$ cat config.mk
export PLATFORM = sky130hd
export DESIGN_NAME = login_controller
export DESIGN_NICKNAME = d
export VERILOG_FILES = /design/src/rtl/login_pkg.sv /design/src/rtl/lockout_timer.sv /design/src/rtl/login_controller.sv
export SDC_FILE = /design/constraint.sdc
export NUM_CORES = 1
export LEC_CHECK = 0
export CAP_MARGIN = 30
export CORE_AREA = 4 4 133 135
export DETAILED_ROUTE_END_ITERATION = 16
export DIE_AREA = 0 0 137 139
export PLACE_DENSITY = 0.79
export SYNTH_ARGS = -nofsm -noshare
export SYNTH_HDL_FRONTEND = slang
export SYNTH_HIERARCHICAL = 1
export SYNTH_SLANG_ARGS = --single-unit
export TNS_END_PERCENT = 5
$ cat constraint.sdc
create_clock -name clk -period 2.1 [get_ports clk]
set_input_delay 0.315 -clock clk [delete_from_list [all_inputs] [get_ports clk]]
set_output_delay 0.315 -clock clk [all_outputs]
set_load 0.02 [all_outputs]
$ cat src/rtl/login_pkg.sv
// Shared types and widths for the login controller slice.
package login_pkg;

    typedef enum logic [1:0] {
        S_IDLE   = 2'd0,
        S_CHECK  = 2'd1,
        S_RESP   = 2'd2,
        S_LOCKED = 2'd3
    } state_t;

    localparam int unsigned CRED_W = 64;
    localparam int unsigned CNT_W  = 16;

endpackage

$ cat src/rtl/lockout_timer.sv
// Loadable down-counter for the lockout window; holds at zero once expired.
module lockout_timer
    import login_pkg::*;
#(
    parameter int unsigned W = CNT_W
) (
    input  logic         clk,
    input  logic         rst_n,
    input  logic         load,
    input  logic [W-1:0] load_value,
    output logic [W-1:0] count,
    output logic         expired
);

    always_ff @(posedge clk or negedge rst_n) begin
        if (!rst_n) begin
            count <= '0;
        end else if (load) begin
            count <= load_value;
        end else if (count != '0) begin
            count <= count - 1'b1;
        end
    end

    assign expired = (count == '0);

endmodule

$ cat src/rtl/login_controller.sv
// Request/response front end for the credential verifier with failure lockout.
// Optional audit counters are built only when LOGIN_AUDIT_COUNTERS_EN is defined.
module login_controller
    import login_pkg::*;
#(
    parameter int unsigned MAX_FAILS   = 3,
    parameter int unsigned LOCK_CYCLES = 16
) (
    input  logic              clk,
    input  logic              rst_n,
    input  logic              req_valid,
    output logic              req_ready,
    input  logic [CRED_W-1:0] req_username,
    input  logic [CRED_W-1:0] req_password,
    output logic [CRED_W-1:0] ver_username,
    output logic [CRED_W-1:0] ver_password,
    input  logic              ver_valid,
    output logic              resp_valid,
    input  logic              resp_ready,
    output logic              resp_granted,
    output logic              resp_lockout,
    output logic              locked,
    output logic [CNT_W-1:0]  grant_count,
    output logic [CNT_W-1:0]  deny_count
);

    localparam logic [3:0]       MAX_F     = 4'(MAX_FAILS);
    localparam logic [CNT_W-1:0] LOCK_LOAD = CNT_W'(LOCK_CYCLES - 1);

    state_t           state, state_next;
    logic [3:0]       fail_cnt, fail_cnt_next;
    logic             timer_load, timer_expired;
    logic [CNT_W-1:0] lock_timer;

    lockout_timer #(.W(CNT_W)) u_lockout_timer (
        .clk        (clk),
        .rst_n      (rst_n),
        .load       (timer_load),
        .load_value (LOCK_LOAD),
        .count      (lock_timer),
        .expired    (timer_expired)
    );

    always_ff @(posedge clk or negedge rst_n) begin
        if (!rst_n) state <= S_IDLE;
        else        state <= state_next;
    end

    always_comb begin
        state_next = state;
        timer_load = 1'b0;
        req_ready  = 1'b0;
        resp_valid = 1'b0;
        locked     = 1'b0;
        case (state)
            S_IDLE: begin
                req_ready = 1'b1;
                if (req_valid) state_next = S_CHECK;
            end
            S_CHECK: state_next = S_RESP;
            S_RESP: begin
                resp_valid = 1'b1;
                if (resp_ready) begin
                    timer_load = resp_lockout;
                    state_next = resp_lockout ? S_LOCKED : S_IDLE;
                end
            end
            S_LOCKED: begin
                locked = 1'b1;
                if (timer_expired) state_next = S_IDLE;
            end
            default: state_next = S_IDLE;
        endcase
    end

    // Saturating failure count; a grant clears the streak.
    always_comb begin
        if (ver_valid)              fail_cnt_next = '0;
        else if (fail_cnt >= MAX_F) fail_cnt_next = MAX_F;
        else                        fail_cnt_next = fail_cnt + 1'b1;
    end

    always_ff @(posedge clk or negedge rst_n) begin
        if (!rst_n) begin
            ver_username <= '0;
            ver_password <= '0;
            fail_cnt     <= '0;
            resp_granted <= 1'b0;
            resp_lockout <= 1'b0;
        end else begin
            case (state)
                S_IDLE: if (req_valid) begin
                    ver_username <= req_username;
                    ver_password <= req_password;
                end
                S_CHECK: begin
                    fail_cnt     <= fail_cnt_next;
                    resp_granted <= ver_valid;
                    resp_lockout <= !ver_valid && (fail_cnt_next == MAX_F);
                end
                S_LOCKED: if (timer_expired) fail_cnt <= '0;
                default: ;
            endcase
        end
    end

`ifdef LOGIN_AUDIT_COUNTERS_EN
    always_ff @(posedge clk or negedge rst_n) begin
        if (!rst_n) begin
            grant_count <= '0;
            deny_count  <= '0;
        end else if (state == S_CHECK) begin
            if (ver_valid && grant_count != '1)  grant_count <= grant_count + 1'b1;
            if (!ver_valid && deny_count != '1)  deny_count  <= deny_count + 1'b1;
        end
    end
`else
    assign grant_count = '0;
    assign deny_count  = '0;
`endif

    timer_bounded: assert property (@(posedge clk) disable iff (!rst_n)
        lock_timer <= LOCK_LOAD);

endmodule

==> results.cfg <==
[route]
drt_first_iter_violations = 257
post-route-drc-count = 0
final_antenna_net_count = 0
drt-wirelength-per-cell_um = 19.02
router_iterations_before_antenna_repair = 6
totalWireLength_mm = 18.45
vias = 4505
routed_via_density = 4.644

[cts]
cts.path.max_buffers = 2
clock_root_buffer_master = sky130_fd_sc_hd__clkbuf_16
htreeDepth = 4
clk_pin_slew_worst_paths_ns = 0.06
clock_tree_from_tritoncts = yes
clkLatencyLatePin_ns = 0.41
cts_sinks = 152
post_cts.repair.setup_buffers = 0
tritoncts.num_buffers = 17

[placement]
place_congestion = 0.7999
placement.io_buffers = 265
detailed_place_hpwl_mm = 13.88
worst_case_setup_slack_after_placement_ns = 0.1474

[setup_path]
worst_setup_path_end_kind = output port
cp_slowest_cell = sky130_fd_sc_hd__clkdlybuf4s50_1
critPathMaxStageDelay_ns = 0.63
cp_data_required_time_ns = 1.78
ff2ff_path_depth = 7
worstReg2RegEnd = fail_cnt[0]
worstPathArrival_ns = 1.67
timing.critical_path.buf_inv = 1
highest_net_fanout_along_the_worst_path = 8
critPathTopFamily = buffers and inverters
r2r_setup_slack_ns = 0.24
path_class = register to output port
launch_point_of_the_worst_path = state[0]
cp_launch_type = register
timing.critical_path.cells = nor2_2, clkdlybuf4s50_1
worst_r2r_startpoint = u_lockout_timer/count[0]

[sta]
rsz0062_at_grt = no
timing_worst_slew_pin_value_ns = 0.5038
timing_hold_violations_final = 0
max_slew_margin_pct = 66.41
max_clock_freq_ghz = 0.5026
finalSetupViolCount = 0
fin_setup_tns_ns = 0
final_max_slew_viol_count = 0
finalCritPeriodShare_pct = 94.75
layout_min_cycle_time_ns = 1.990
fin_worst_skew_ns = 0.009146
postLayoutSetupSlackWorst_ns = 0.1103

[power_and_ir_drop]
power.total_mw = 16.39
leakage_nw = 4.465
power_density_nw_per_um2 = 1594
ir_drop_mv = 0.8635

[synthesis]
post-synth-top-area-fraction_pct = 55.86
synth_edf_count = 0
synth.area.top_cells = sky130_fd_sc_hd__dfrtp_1 56%, sky130_fd_sc_hd__mux2_4 22%, sky130_fd_sc_hd__mux2_2 4.5%
synth.ff_latch_count = 152
postSynth.asyncResetShare_pct = 100.0
proportion_of_synthesized_chip_area_in_sequential_cells_pct = 55.86
post_synthesis_instance_total = 444
synth.distinct_cells = 46
synth_area_sq_um = 6809
synth.yosys.warnings = 6
synthMostInstantiatedCell = sky130_fd_sc_hd__dfrtp_1
post_synth.cell_area_avg_sq_um = 15.34
synth_top_area_cell = sky130_fd_sc_hd__dfrtp_1
ys.flop_type = sky130_fd_sc_hd__dfrtp_1
synthTopCellsByCount = 152 x sky130_fd_sc_hd__dfrtp_1, 102 x sky130_fd_sc_hd__mux2_4, 32 x sky130_fd_sc_hd__buf_4, 27 x sky130_fd_sc_hd__mux2_2

[floorplanning]
fp.dieArea_sq_um = 19040
core.rowCount = 47
floorplan.io_pins = 298
die_height_um = 139
initial_core_util_pct = 41.35
fp.coreArea_sq_um = 16470
die_x_um = 137

[run_status]
outcome = completed

[run]
cap_violations = 0

[global_routing]
grt_pass1_wl_mm = 27.79
grt_util_all_layers_pct = 18.94
first_global_vias = 4940
grt.overflow.total = 0
antenna_found_initial = 0
grt_max_degree = 64

[layout]
final_nets = 872
insertedDiodeCount = 0
layout-drive-gt1-share_pct = 24.27
layout-area-overhead-vs-synth_pct = 50.99

[min_path]
hold_class = input pin to asynchronous set/reset pin
through the flow:
step	std cells	hold WS, ns	utilization, %	cell area, sq um
after CTS	970	0.4377	62.44	10280
after detailed placement	937	0.3045	58.80	9682
after floorplan	490	0.01941	-	6982
after global placement	937	0.2952	58.80	9682
after global routing	970	0.4578	62.44	10280
final	970	0.4202	62.44	10280
sequential cells by signal, indices dropped and copies added (netlist names):
name / count
ver_password: 64
ver_username: 64
u_lockout_timer/count: 16
fail_cnt: 4
state: 2
resp_granted: 1
resp_lockout: 1
timing repair:
| item | in CTS | in global routing |
|---|---|---|
| hold endpoints to repair | 50 | 0 |
| resized for setup | 2 | 1 |
| endpoints found under the setup margin | 2 | 1 |
| cloned | 0 | 0 |
| pin swaps | 0 | 0 |
| hold buffers | 1 | 0 |
area by class of cell:
class | count | area, sq um
Multi-Input combinational cell | 283 | 2749
Tap cell | 220 | 275.3
Clock buffer | 22 | 474.2
Fill cell | 1259 | 6185
Sequential cell | 152 | 3804
Timing Repair Buffer | 279 | 2846
Clock inverter | 10 | 117.6
Inverter | 4 | 15.01
per-layer routing:
layer | up-vias | track usage [%] | part of all wire (%)
li1 | 2059 | - | -
met5 | - | 0 | 0
met2 | 174 | 34.83 | 54
met3 | 33 | 5.733 | 6.5
met1 | 2239 | 20.20 | 36
met4 | 0 | 6.670 | 2.6
report_power, final:
part | switching [mW] | internal, mW | total [mW]
clock | 1.18 | 1.85 | 3.03
combinational | 3.46 | 4.50 | 7.96
sequential | 1.00 | 4.40 | 5.40
cells by family (layout without fill, tap and decap cells):
group                      after synthesis  count (layout)  synth area share, %
DFF                                    152             152                55.86
muxes                                  130             130                27.10
and+or+nand+nor                         64              64                5.807
buffers and inverters                   55             315                6.376
AOI/OAI and AO/OA                       31              31                3.345
xor gates and xnor gates                 8               8                1.029
adders and majority gates                2               2               0.3675
other                                    2              48               0.1103
worst max-delay path by stage:
stage,end,cells after the start,slack [ns]
2_1_floorplan,u_lockout_timer/count[13],7,0.29
3_3_place_gp,ver_username[12],4,0.18
3_5_place_dp,ver_username[19],4,0.15
4_1_cts,req_ready,2,0.08
5_1_grt,req_ready,2,0.04
6_report,req_ready,2,0.11
layout by cell type, fill, tap and decap left out, types with 5 or more instances in the layout:
master                              n
sky130_fd_sc_hd__clkdlybuf4s50_1  262
sky130_fd_sc_hd__dfrtp_1          152
sky130_fd_sc_hd__mux2_4           102
sky130_fd_sc_hd__conb_1            48
sky130_fd_sc_hd__mux2_2            27
sky130_fd_sc_hd__clkbuf_16         17
sky130_fd_sc_hd__nand2_1           14
sky130_fd_sc_hd__nand2b_1          10
sky130_fd_sc_hd__xnor2_1            8
sky130_fd_sc_hd__nor2_1             7
sky130_fd_sc_hd__buf_12             7
sky130_fd_sc_hd__a21oi_1            6
sky130_fd_sc_hd__o21ai_0            6
sky130_fd_sc_hd__buf_4              6
sky130_fd_sc_hd__o211a_1            6
sky130_fd_sc_hd__nor3_1             5
Note: power is estimated with default switching activity, not from simulation.
